[config.mk]
export PLATFORM = sky130hd
export DESIGN_NAME = audio_record_flat
export DESIGN_NICKNAME = d
export VERILOG_FILES = /design/src/rtl/audio_pkg.sv /design/src/rtl/audio_record_if.sv /design/src/rtl/sample_decimator.sv /design/src/rtl/audio_record.sv /design/src/flat_wrapper.sv
export SDC_FILE = /design/constraint.sdc
export NUM_CORES = 1
export LEC_CHECK = 0
export BUFFER_PORTS_ARGS = -buffer_cell sky130_fd_sc_hd__buf_4
export CAP_MARGIN = 10
export CORE_MARGIN = 3
export CORE_UTILIZATION = 50
export CTS_CLUSTER_DIAMETER = 50
export DETAILED_ROUTE_END_ITERATION = 10
export PLACE_DENSITY = 0.83
export SETUP_SLACK_MARGIN = 0.15
export SLEW_MARGIN = 10
export SYNTH_ARGS = -nofsm -noshare
export SYNTH_HDL_FRONTEND = slang
export SYNTH_SLANG_ARGS = --single-unit
[constraint.sdc]
create_clock -name CLOCK_50 -period 5.85 [get_ports CLOCK_50]
set_input_delay 0.2925 -clock CLOCK_50 [delete_from_list [all_inputs] [get_ports CLOCK_50]]
set_output_delay 0.2925 -clock CLOCK_50 [all_outputs]
set_load 0.005 [all_outputs]
[src/rtl/audio_pkg.sv]
`default_nettype none
// ============================================================================
//  audio_pkg : shared types and constants for the audio record/playback path
//  Revision  : 1.0
// ============================================================================
package audio_pkg;

    localparam int SAMPLE_W = 6;
    localparam int ADDR_W   = 18;
    localparam int PEAK_W   = 5;
    localparam int DCNT_W   = 8;

    // Sound-map region shared with playback
    localparam logic [ADDR_W-1:0] SND_REGION_START = 18'd0;
    localparam logic [ADDR_W-1:0] SND_REGION_END   = 18'd137138;

    typedef enum logic [1:0] {
        ST_IDLE   = 2'd0,
        ST_RECORD = 2'd1,
        ST_DONE   = 2'd2
    } rec_state_e;

    // Magnitude of a two's-complement sample; the most negative code saturates
    function automatic logic [PEAK_W-1:0] sample_mag(input logic [SAMPLE_W-1:0] s);
        logic [SAMPLE_W-1:0] neg;
        neg = -s;
        if (!s[SAMPLE_W-1])
            sample_mag = s[PEAK_W-1:0];
        else if (s == {1'b1, {PEAK_W{1'b0}}})
            sample_mag = {PEAK_W{1'b1}};
        else
            sample_mag = neg[PEAK_W-1:0];
    endfunction

endpackage
`default_nettype wire

[src/rtl/audio_record_if.sv]
`default_nettype none
// ============================================================================
//  audio_record_if : codec input FIFO pop and record-RAM write port
//  Revision        : 1.0
// ============================================================================
interface audio_record_if;
    import audio_pkg::*;

    logic                audio_in_available;
    logic [31:0]         left_channel_audio_in;
    logic                read_audio_in;
    logic [ADDR_W-1:0]   mem_addr;
    logic [SAMPLE_W-1:0] mem_data;
    logic                mem_wren;

    modport master (
        input  audio_in_available, left_channel_audio_in,
        output read_audio_in, mem_addr, mem_data, mem_wren
    );

    modport slave (
        output audio_in_available, left_channel_audio_in,
        input  read_audio_in, mem_addr, mem_data, mem_wren
    );

endinterface
`default_nettype wire

[src/rtl/sample_decimator.sv]
`default_nettype none
// ============================================================================
//  sample_decimator : flags one of every DECIM pops as accepted
//  Revision         : 1.0
// ============================================================================
module sample_decimator
    import audio_pkg::*;
#(
    parameter int unsigned DECIM = 4
) (
    input  wire logic clk,
    input  wire logic rst,
    input  wire logic pop,
    input  wire logic clear,
    output logic      accept
);

    logic [DCNT_W-1:0] cnt_q;
    logic [DCNT_W-1:0] cnt_d;

    assign accept = pop && (cnt_q == DCNT_W'(DECIM - 1));

    always_comb begin
        cnt_d = cnt_q;
        if (clear || accept)
            cnt_d = '0;
        else if (pop)
            cnt_d = cnt_q + DCNT_W'(1);
    end

    always_ff @(posedge clk or posedge rst) begin
        if (rst)
            cnt_q <= '0;
        else
            cnt_q <= cnt_d;
    end

endmodule
`default_nettype wire

[src/rtl/audio_record.sv]
`default_nettype none
// ============================================================================
//  audio_record : captures decimated 6-bit codec samples into the record RAM
//  Revision     : 1.0
// ============================================================================
module audio_record
    import audio_pkg::*;
#(
    parameter logic [ADDR_W-1:0] DEPTH = 18'd137139,
    parameter int unsigned       DECIM = 4
) (
    input  wire logic           CLOCK_50,
    input  wire logic           reset,
    input  wire logic           record_start,
    input  wire logic           record_stop,
    audio_record_if.master      bus,
    output logic                recording,
    output logic                done,
    output logic [ADDR_W-1:0]   sample_count,
    output logic [PEAK_W-1:0]   peak
);

    rec_state_e          state_q, state_d;
    logic [ADDR_W-1:0]   wr_ptr_q, wr_ptr_d;
    logic [ADDR_W-1:0]   count_q, count_d;
    logic [PEAK_W-1:0]   peak_q, peak_d;
    logic                wren_q, wren_d;
    logic [ADDR_W-1:0]   addr_q, addr_d;
    logic [SAMPLE_W-1:0] data_q, data_d;

    logic                w_dec_pop;
    logic                w_start_go;
    logic                w_accept;
    logic [SAMPLE_W-1:0] w_sample;
    logic [PEAK_W-1:0]   w_mag;

    // A pop in the stop cycle is dropped, so it must not advance the decimator
    assign w_dec_pop  = (state_q == ST_RECORD) && bus.audio_in_available && !record_stop;
    assign w_start_go = (state_q != ST_RECORD) && record_start;
    assign w_sample   = bus.left_channel_audio_in[31:26];
    assign w_mag      = sample_mag(w_sample);

    sample_decimator #(
        .DECIM (DECIM)
    ) u_decim (
        .clk    (CLOCK_50),
        .rst    (reset),
        .pop    (w_dec_pop),
        .clear  (w_start_go),
        .accept (w_accept)
    );

    always_comb begin
        state_d  = state_q;
        wr_ptr_d = wr_ptr_q;
        count_d  = count_q;
        peak_d   = peak_q;
        wren_d   = 1'b0;
        addr_d   = addr_q;
        data_d   = data_q;
        case (state_q)
            ST_IDLE, ST_DONE: begin
                if (record_start) begin
                    state_d  = ST_RECORD;
                    wr_ptr_d = '0;
                    count_d  = '0;
                    peak_d   = '0;
                end
            end
            ST_RECORD: begin
                if (record_stop) begin
                    state_d = ST_DONE;
                end else if (w_accept) begin
                    wren_d   = 1'b1;
                    addr_d   = wr_ptr_q;
                    data_d   = w_sample;
                    wr_ptr_d = wr_ptr_q + ADDR_W'(1);
                    count_d  = count_q + ADDR_W'(1);
                    if (w_mag > peak_q)
                        peak_d = w_mag;
                    // Leaving RECORD on the last address stops any further write
                    if (wr_ptr_q == DEPTH - ADDR_W'(1))
                        state_d = ST_DONE;
                end
            end
            default: state_d = ST_IDLE;
        endcase
    end

    always_ff @(posedge CLOCK_50 or posedge reset) begin
        if (reset) begin
            state_q  <= ST_IDLE;
            wr_ptr_q <= '0;
            count_q  <= '0;
            peak_q   <= '0;
            wren_q   <= 1'b0;
            addr_q   <= '0;
            data_q   <= '0;
        end else begin
            state_q  <= state_d;
            wr_ptr_q <= wr_ptr_d;
            count_q  <= count_d;
            peak_q   <= peak_d;
            wren_q   <= wren_d;
            addr_q   <= addr_d;
            data_q   <= data_d;
        end
    end

    assign bus.read_audio_in = bus.audio_in_available;
    assign bus.mem_wren      = wren_q;
    assign bus.mem_addr      = addr_q;
    assign bus.mem_data      = data_q;
    assign recording         = (state_q == ST_RECORD);
    assign done              = (state_q == ST_DONE);
    assign sample_count      = count_q;
    assign peak              = peak_q;

endmodule
`default_nettype wire

[src/flat_wrapper.sv]
// flat-port wrapper written by rule: the top's interface ports become plain ports
module audio_record_flat import audio_pkg::*;
#(
    parameter logic [ADDR_W-1:0] DEPTH = 18'd137139,
    parameter int unsigned       DECIM = 4
)
  (CLOCK_50, reset, record_start, record_stop, recording, done, sample_count, peak, bus_audio_in_available, bus_left_channel_audio_in, bus_read_audio_in, bus_mem_addr, bus_mem_data, bus_mem_wren);
  audio_record_if bus_i ();
  input  wire logic CLOCK_50;
  input  wire logic reset;
  input  wire logic record_start;
  input  wire logic record_stop;
  output logic recording;
  output logic done;
  output logic [ADDR_W-1:0] sample_count;
  output logic [PEAK_W-1:0] peak;
  input wire logic [$bits(bus_i.audio_in_available)-1:0] bus_audio_in_available;
  input wire logic [$bits(bus_i.left_channel_audio_in)-1:0] bus_left_channel_audio_in;
  output wire logic [$bits(bus_i.read_audio_in)-1:0] bus_read_audio_in;
  output wire logic [$bits(bus_i.mem_addr)-1:0] bus_mem_addr;
  output wire logic [$bits(bus_i.mem_data)-1:0] bus_mem_data;
  output wire logic [$bits(bus_i.mem_wren)-1:0] bus_mem_wren;
  assign bus_i.audio_in_available = bus_audio_in_available;
  assign bus_i.left_channel_audio_in = bus_left_channel_audio_in;
  assign bus_read_audio_in = bus_i.read_audio_in;
  assign bus_mem_addr = bus_i.mem_addr;
  assign bus_mem_data = bus_i.mem_data;
  assign bus_mem_wren = bus_i.mem_wren;
  audio_record #(.DEPTH(DEPTH), .DECIM(DECIM)) u_core (.CLOCK_50(CLOCK_50), .reset(reset), .record_start(record_start), .record_stop(record_stop), .bus(bus_i), .recording(recording), .done(done), .sample_count(sample_count), .peak(peak));
endmodule
Word level (Yosys, flattened, before mapping)
Index checks and enable logic that the tools add are counted.
{ "classes": {"div_mod_pow": 0, "n_addsub": 4, "muxes": 24, "n_eq_ne": 12, "shifts": 0, "n_lt_le_gt_ge": 1, "n_reduce_logical": 14, "bitwise_logic": 1, "mul": 0} }
{ "ops": {"columns": ["op", "count"], "rows": [
  ["$mux 18", 5],
  ["$pmux 18 s2", 2],
  ["$add 18x1->18 const B", 2],
  ["$mux 5", 6],
  ["$eq 18x18->1 const B", 1],
  ["$mux 8", 2],
  ["$pmux 5 s2", 1],
  ["$add 8x1->8 const B", 1],
  ["$eq 8x2->1 const B", 1],
  ["$mux 2", 4],
  ["$eq 6x6->1 const B", 1],
  ["$ne 2x1->1 const B", 3],
  ["$ne 3x2->1 const B", 2],
  ["$reduce_and 3->1", 2],
  ["$gt 5x5->1", 1],
  ["$neg 5->5", 1],
  ["$reduce_and 5->1", 1],
  ["$logic_and 1x1->1", 4],
  ["$ne 2x2->1 const B", 2],
  ["$pmux 2 s2", 1],
  ["$reduce_and 4->1", 1],
  ["$reduce_bool 2->1", 2],
  ["$mux 1", 3],
  ["$eq 2x1->1 const B", 1],
  ["other kinds (6)", 6]
]} }
{ "word_totals": {"register_bits": 76, "ram_bits": 0, "memories": 0, "elab_cells": 64, "in_bits": 37, "latch_bits": 0, "romBits": 0, "out_inout_bits": 51} }

Logic depth before layout (Yosys ltp)
{ "logic_depth": {"depth_word": 8, "ltp_mapped": 10, "mapped_depth_nobuf": 10} }

Cells and area by module
From an unflattened synthesis, not the netlist that was laid out.
{ "unflattened": {"hier_cells": 404, "area_unflattened_um2": 3866.2} }
{ "modules_own_cells": {"columns": ["mod", "cells_each", "n_inst", "seq_area_each_um2", "area_per_inst_um2"], "rows": [
  ["audio_record", 362, 1, 1701.6, 3442.1],
  ["sample_decimator", 42, 1, 200.2, 424.2]
]} }

Least setup slack after synthesis
Ideal clock, no wire load.
{ "synth_path": {"kind": "input to register", "start": "input port bus_left_channel_audio_in[26]", "end": "register u_core.peak_q[0] (netlist: u_core.peak[0])", "path_stages": 10, "n_path_buf": 0, "arrival_time_ns": 2.353, "required_ns": 5.771, "setup_slack_ns": 3.417, "setup_time_ns": 0.079, "cell_sequence": "inv_1 -> ha_1 -> or3b_2 -> nor2_1 -> or2_2 -> ha_1 -> nand3_1 -> o21ai_0 -> a211oi_2 -> mux2i_1"} }
{ "synth_between": {"elab_chain_cells": 7, "word_cells_on_any_way": 11, "classes_between": "add/sub: 1; order compare: 1; eq/ne: 2; mux: 6; reduce/logical: 1"} }
{ "synth_lines": {"columns": ["item", "line", "rtl"], "rows": [
  ["from (decl)", "flat_wrapper.sv:18", "input wire logic [$bits(bus_i.left_channel_audio_in)-1:0] bus_left_channel_audio_in;"],
  ["$neg 5->5 or $eq 6x6->1 (tied branches)", "audio_pkg.sv:26, audio_pkg.sv:29", null],
  ["$mux 5", "audio_pkg.sv:29", "else if (s == {1'b1, {PEAK_W{1'b0}}})"],
  ["$mux 5 (*)", "audio_pkg.sv:27", "if (!s[SAMPLE_W-1])"],
  ["branches (longest 4 deep; another with $gt 5x5->1)", null, null],
  ["to (signal assigned)", "audio_record.sv:103", "peak_q <= peak_d;"],
  ["to (decl)", "audio_record.sv:26", "logic [PEAK_W-1:0] peak_q, peak_d;"]
]} }
Every way passes the cells marked *. The select of a mux whose other input is x is not followed.
A chain may end at the register's enable or synchronous reset.

Final worst setup path
{ "layout_path": {"start": "register u_core.u_decim.cnt_q[2]", "end": "register u_core.peak_q[0] (netlist: u_core.peak[0])"} }
{ "layout_between": {"elab_chain_cells": 4} }
{ "layout_lines": {"columns": ["item", "line", "rtl"], "rows": [
  ["from (decl)", "sample_decimator.sv:18", "logic [DCNT_W-1:0] cnt_q;"],
  ["from (signal assigned)", "sample_decimator.sv:35", "cnt_q <= cnt_d;"],
  ["$eq 8x2->1", "sample_decimator.sv:21", "assign accept = pop && (cnt_q == DCNT_W'(DECIM - 1));"],
  ["$logic_and 1x1->1", "sample_decimator.sv:21", null],
  ["$ne 2x1->1 (no line)", null, null],
  ["$reduce_and 5->1 (no line)", null, null]
]} }
No other way between the ends.

==> results.txt <==
The startpoint identified for the worst hold timing path is bus_left_channel_audio_in[29]. Timing would allow up to 0.3543 GHz. The clock edge transition at the registers on the reported setup and hold paths was 0.08 ns. The category of the most critical setup path is reg -> reg. Relative to the synthesized area, the layout overhead comes to 16.90%. The area occupied by multi-input gates was 1904 µm².

The run gives 0.3006 as the worst slew margin relative to its limit. The post-route fraction of the period consumed by the critical path is 0.4825. The net count reported at finish came out at 533.

The commonest cells after synthesis are nand2_1 (88), dfrtp_1 (76), o21ai_0 (26). The slack of the worst reg-to-reg path came out at 3.03 ns. The post-cts resize count was 0. Across the run, the number of max-cap violations was 0. On the final layout, the worst clock skew is 0.01015 ns. The Yosys step of the flow raised 0 warnings.

The H-tree was split into 3 levels. The initialized floorplan defines 32 standard-cell rows. The most used flip-flop cell after synthesis is dfrtp_1. The clock passes through at most 2 buffers. In the final layout, flip-flops and latches occupy 1902 µm².

The flow ran to the end, and the final reports show no timing, DRC or antenna violations. The total overflow left after global routing is 0. At the pin with the least slew margin, the transition time is 1.047 ns. The tools report the endpoint of the worst hold path as u_core.bus.mem_data[3].

The layout cell share with drive strength beyond 1 is 0.1894, and the full die area is 9120 µm². Largest net degree at the start of global routing: 77. The logs give 6.465 mm for the estimated wirelength of the detail-placed design and 9.513 mm for the detailed-route wire length.

Data arrives at the worst endpoint at 3.10 ns. After layout, the minimum clock period comes to 2.822 ns. Buffers inserted during clock tree synthesis total 9. For this block, the initial DRC count from the detailed router was 192. The library cell with the highest instance count after synthesis is nand2_1.

The detail route stage leaves a number of antenna-violating nets equal to 0. The filler cells instantiated in the layout total 705. Cell leakage power: 2.179 nW.

Setup violations remaining at the end of the flow were counted as 0. The run gives 7767 µm² as the core area. The worst hold path passes through 3 cells. The number of port buffers is 61. The count of pins over their slew limit came out at 0. The number of hold buffers added after cts was 0; the detailed-router iteration count before antenna repair was 4.

Along the worst path, the maximum fanout reaches 47. The portion of the post-synthesis area used by sequential elements came out at 0.4749. The number of library cell types mapped by synthesis was 52; the ratio of routed vias to standard cells was 5.992. The tools report the launch instance of the worst register-to-register path as u_core.u_decim.cnt_q[2]. The final-layout setup total negative slack came out at 0 ns. Setup repair after global routing left no endpoint under its margin.

Power spread over the standard cell area amounts to 228.5 nW/µm². In the routed design, unresolved DRC markers number 0. The die height is 95.50 µm.

Post-CTS timing repair inserted 0 buffers for setup. The worst setup path is launched from a register. The placed instances occupy a cell area of 4489 µm². After synthesis the netlist holds a flip-flop and latch count of 76. The logs give 0.5156 for the initial core utilization and 0.2150 for the global routing usage summed across all routing layers. The worst setup path is captured at a register. The synthesized design contains 0 enable-type register cells. Measured in cells, the most critical reg-to-reg path has a length of 5. In the final routed layout, each cell accounts on average for 16.04 µm. TritonCTS built the clock tree.

The number of antenna diodes in the final layout is 0. The first global-routing pass estimated 15.40 mm of wire. The area share of the largest cell type after synthesis is 0.4749. By area the synthesized netlist is led by dfrtp_1 (47%), nand2_1 (8.2%), o21ai_0 (3.2%). The endpoint identified for the worst register-to-register timing path is u_core.peak[0]. Clock tree synthesis found a total of 76 sinks. Data on the critical path is required at its endpoint by 6.12 ns.

The tools report the initial antenna violation count as 0. In this run the clock root is driven by a clkbuf_8. At the end of routability-driven placement, the weighted congestion stood at 0.8364.

The clock network latency to the later pin of the worst-skew pair is 0.34 ns, and the post-synth net total is 484. Synthesized area: 4005 µm². The tools report the core occupancy in the finished layout as 0.6028. The async set-or-reset flop fraction in the synthesized netlist came out at 1.000. The largest total area in the synthesized netlist belongs to dfrtp_1. After routing the design area is 4682 µm². Averaged over all synthesized cells, the footprint is 9.165 µm².

The detailed router placed 3553 vias in this run. Across the VDD grid, the largest voltage drop is 0.09985 mV. In this run the worst hold path is classified as in -> reg.

The total power is 0.001070 W, and the horizontal extent of the die is 95.50 µm. The I/O pin count was 88; the cell count after synthesis was 437. The final number of hold-violating endpoints was 0; the via count of the first global-routing pass was 3294.
[through the flow]
stage | worst slack, ns | cells | hold slack, ns
2_1_floorplan | 3.417 | 437 | 0.4050
3_3_place_gp | 3.052 | 577 | 0.4516
3_5_place_dp | 2.915 | 577 | 0.4565
4_1_cts | 3.020 | 593 | 0.1634
5_1_grt | 2.791 | 593 | 0.1954
6_report | 3.028 | 593 | 0.1702
[worst max path at each step]
stage | from | end | cells after the start
after CTS | u_core.u_decim.cnt_q[2] | u_core.peak[3] | 5
after floorplan | bus_left_channel_audio_in[26] | u_core.peak[0] | 10
after detailed placement | bus_left_channel_audio_in[26] | u_core.peak[1] | 11
after global placement | bus_left_channel_audio_in[26] | u_core.peak[3] | 11
final | u_core.u_decim.cnt_q[2] | u_core.peak[0] | 5
after global routing | u_core.u_decim.cnt_q[1] | u_core.peak[4] | 6
[sequential cells by signal, indices dropped and copies added (netlist names)]
register / flops
u_core.bus.mem_addr: 18
u_core.bus.mem_data: 6
u_core.bus.mem_wren: 1
u_core.peak: 5
u_core.sample_count: 18
u_core.state_q: 2
u_core.u_decim.cnt_q: 8
u_core.wr_ptr_q: 18
[final cells by class]
| class | count | share of cell area |
|---|---|---|
| timing repair buffer | 64 | 0.1026 |
| clock buffer | 10 | 0.02726 |
| inverter | 20 | 0.01603 |
| tap | 102 | 0.02726 |
| multi-input combinational | 315 | 0.4067 |
| sequential | 76 | 0.4062 |
| clock inverter | 6 | 0.01390 |
[critical path, stage by stage, from the launching register on]
cell and delay [ns]:
dfrtp_1 0.45, nor4_1 0.57, nand3_2 0.51, buf_4 0.44, a211oi_2 0.52, mux2i_1 0.25
[cell families (layout without fill, tap and decap cells)]
family	count (synthesis)	after routing	synth area share
and+or+nand+nor	197	197	0.2562
xor gates and xnor gates	4	4	0.008749
buffers and inverters	46	100	0.05092
AOI/OAI and AO/OA	94	94	0.1528
DFF	76	76	0.4749
muxes	10	10	0.02531
adders and majority gates	10	10	0.03124
[cells in the final DEF (no fill, tap or decap), types with 3 or more instances in the layout]
cell type	n
and3_1	5
nand3_1	21
nand2b_1	10
a21o_1	4
or3_1	6
dfrtp_1	76
nor2_1	6
inv_1	19
nor4_1	7
mux2i_1	9
o21ai_0	26
a21oi_1	19
o22ai_1	3
nand2_1	88
o311ai_0	6
buf_4	64
a22o_1	3
or2_2	3
and4_1	4
clkbuf_8	9
o211ai_1	3
o41ai_1	6
nor3_1	6
a31oi_1	5
o31ai_1	12
ha_1	10
or4_1	12
nand4_1	12
nor3b_1	3
xnor2_1	3
[per-layer routing]
layer  global-route usage  up-vias  wire [µm]
met5                    0        -          0
met4              0.09716        0        206
met2               0.3452      133       4616
met1               0.2848     1706       4087
met3              0.03710       25        602
li1                     -     1689          -
[report_power, final]
part,switching (W),internal (W),leakage (nW)
clock,0.000197,0.000197,0.0962
sequential,0.0000136,0.000536,1.06
combinational,0.0000818,0.0000447,1.03
Power figures use the tool's default switching activity.
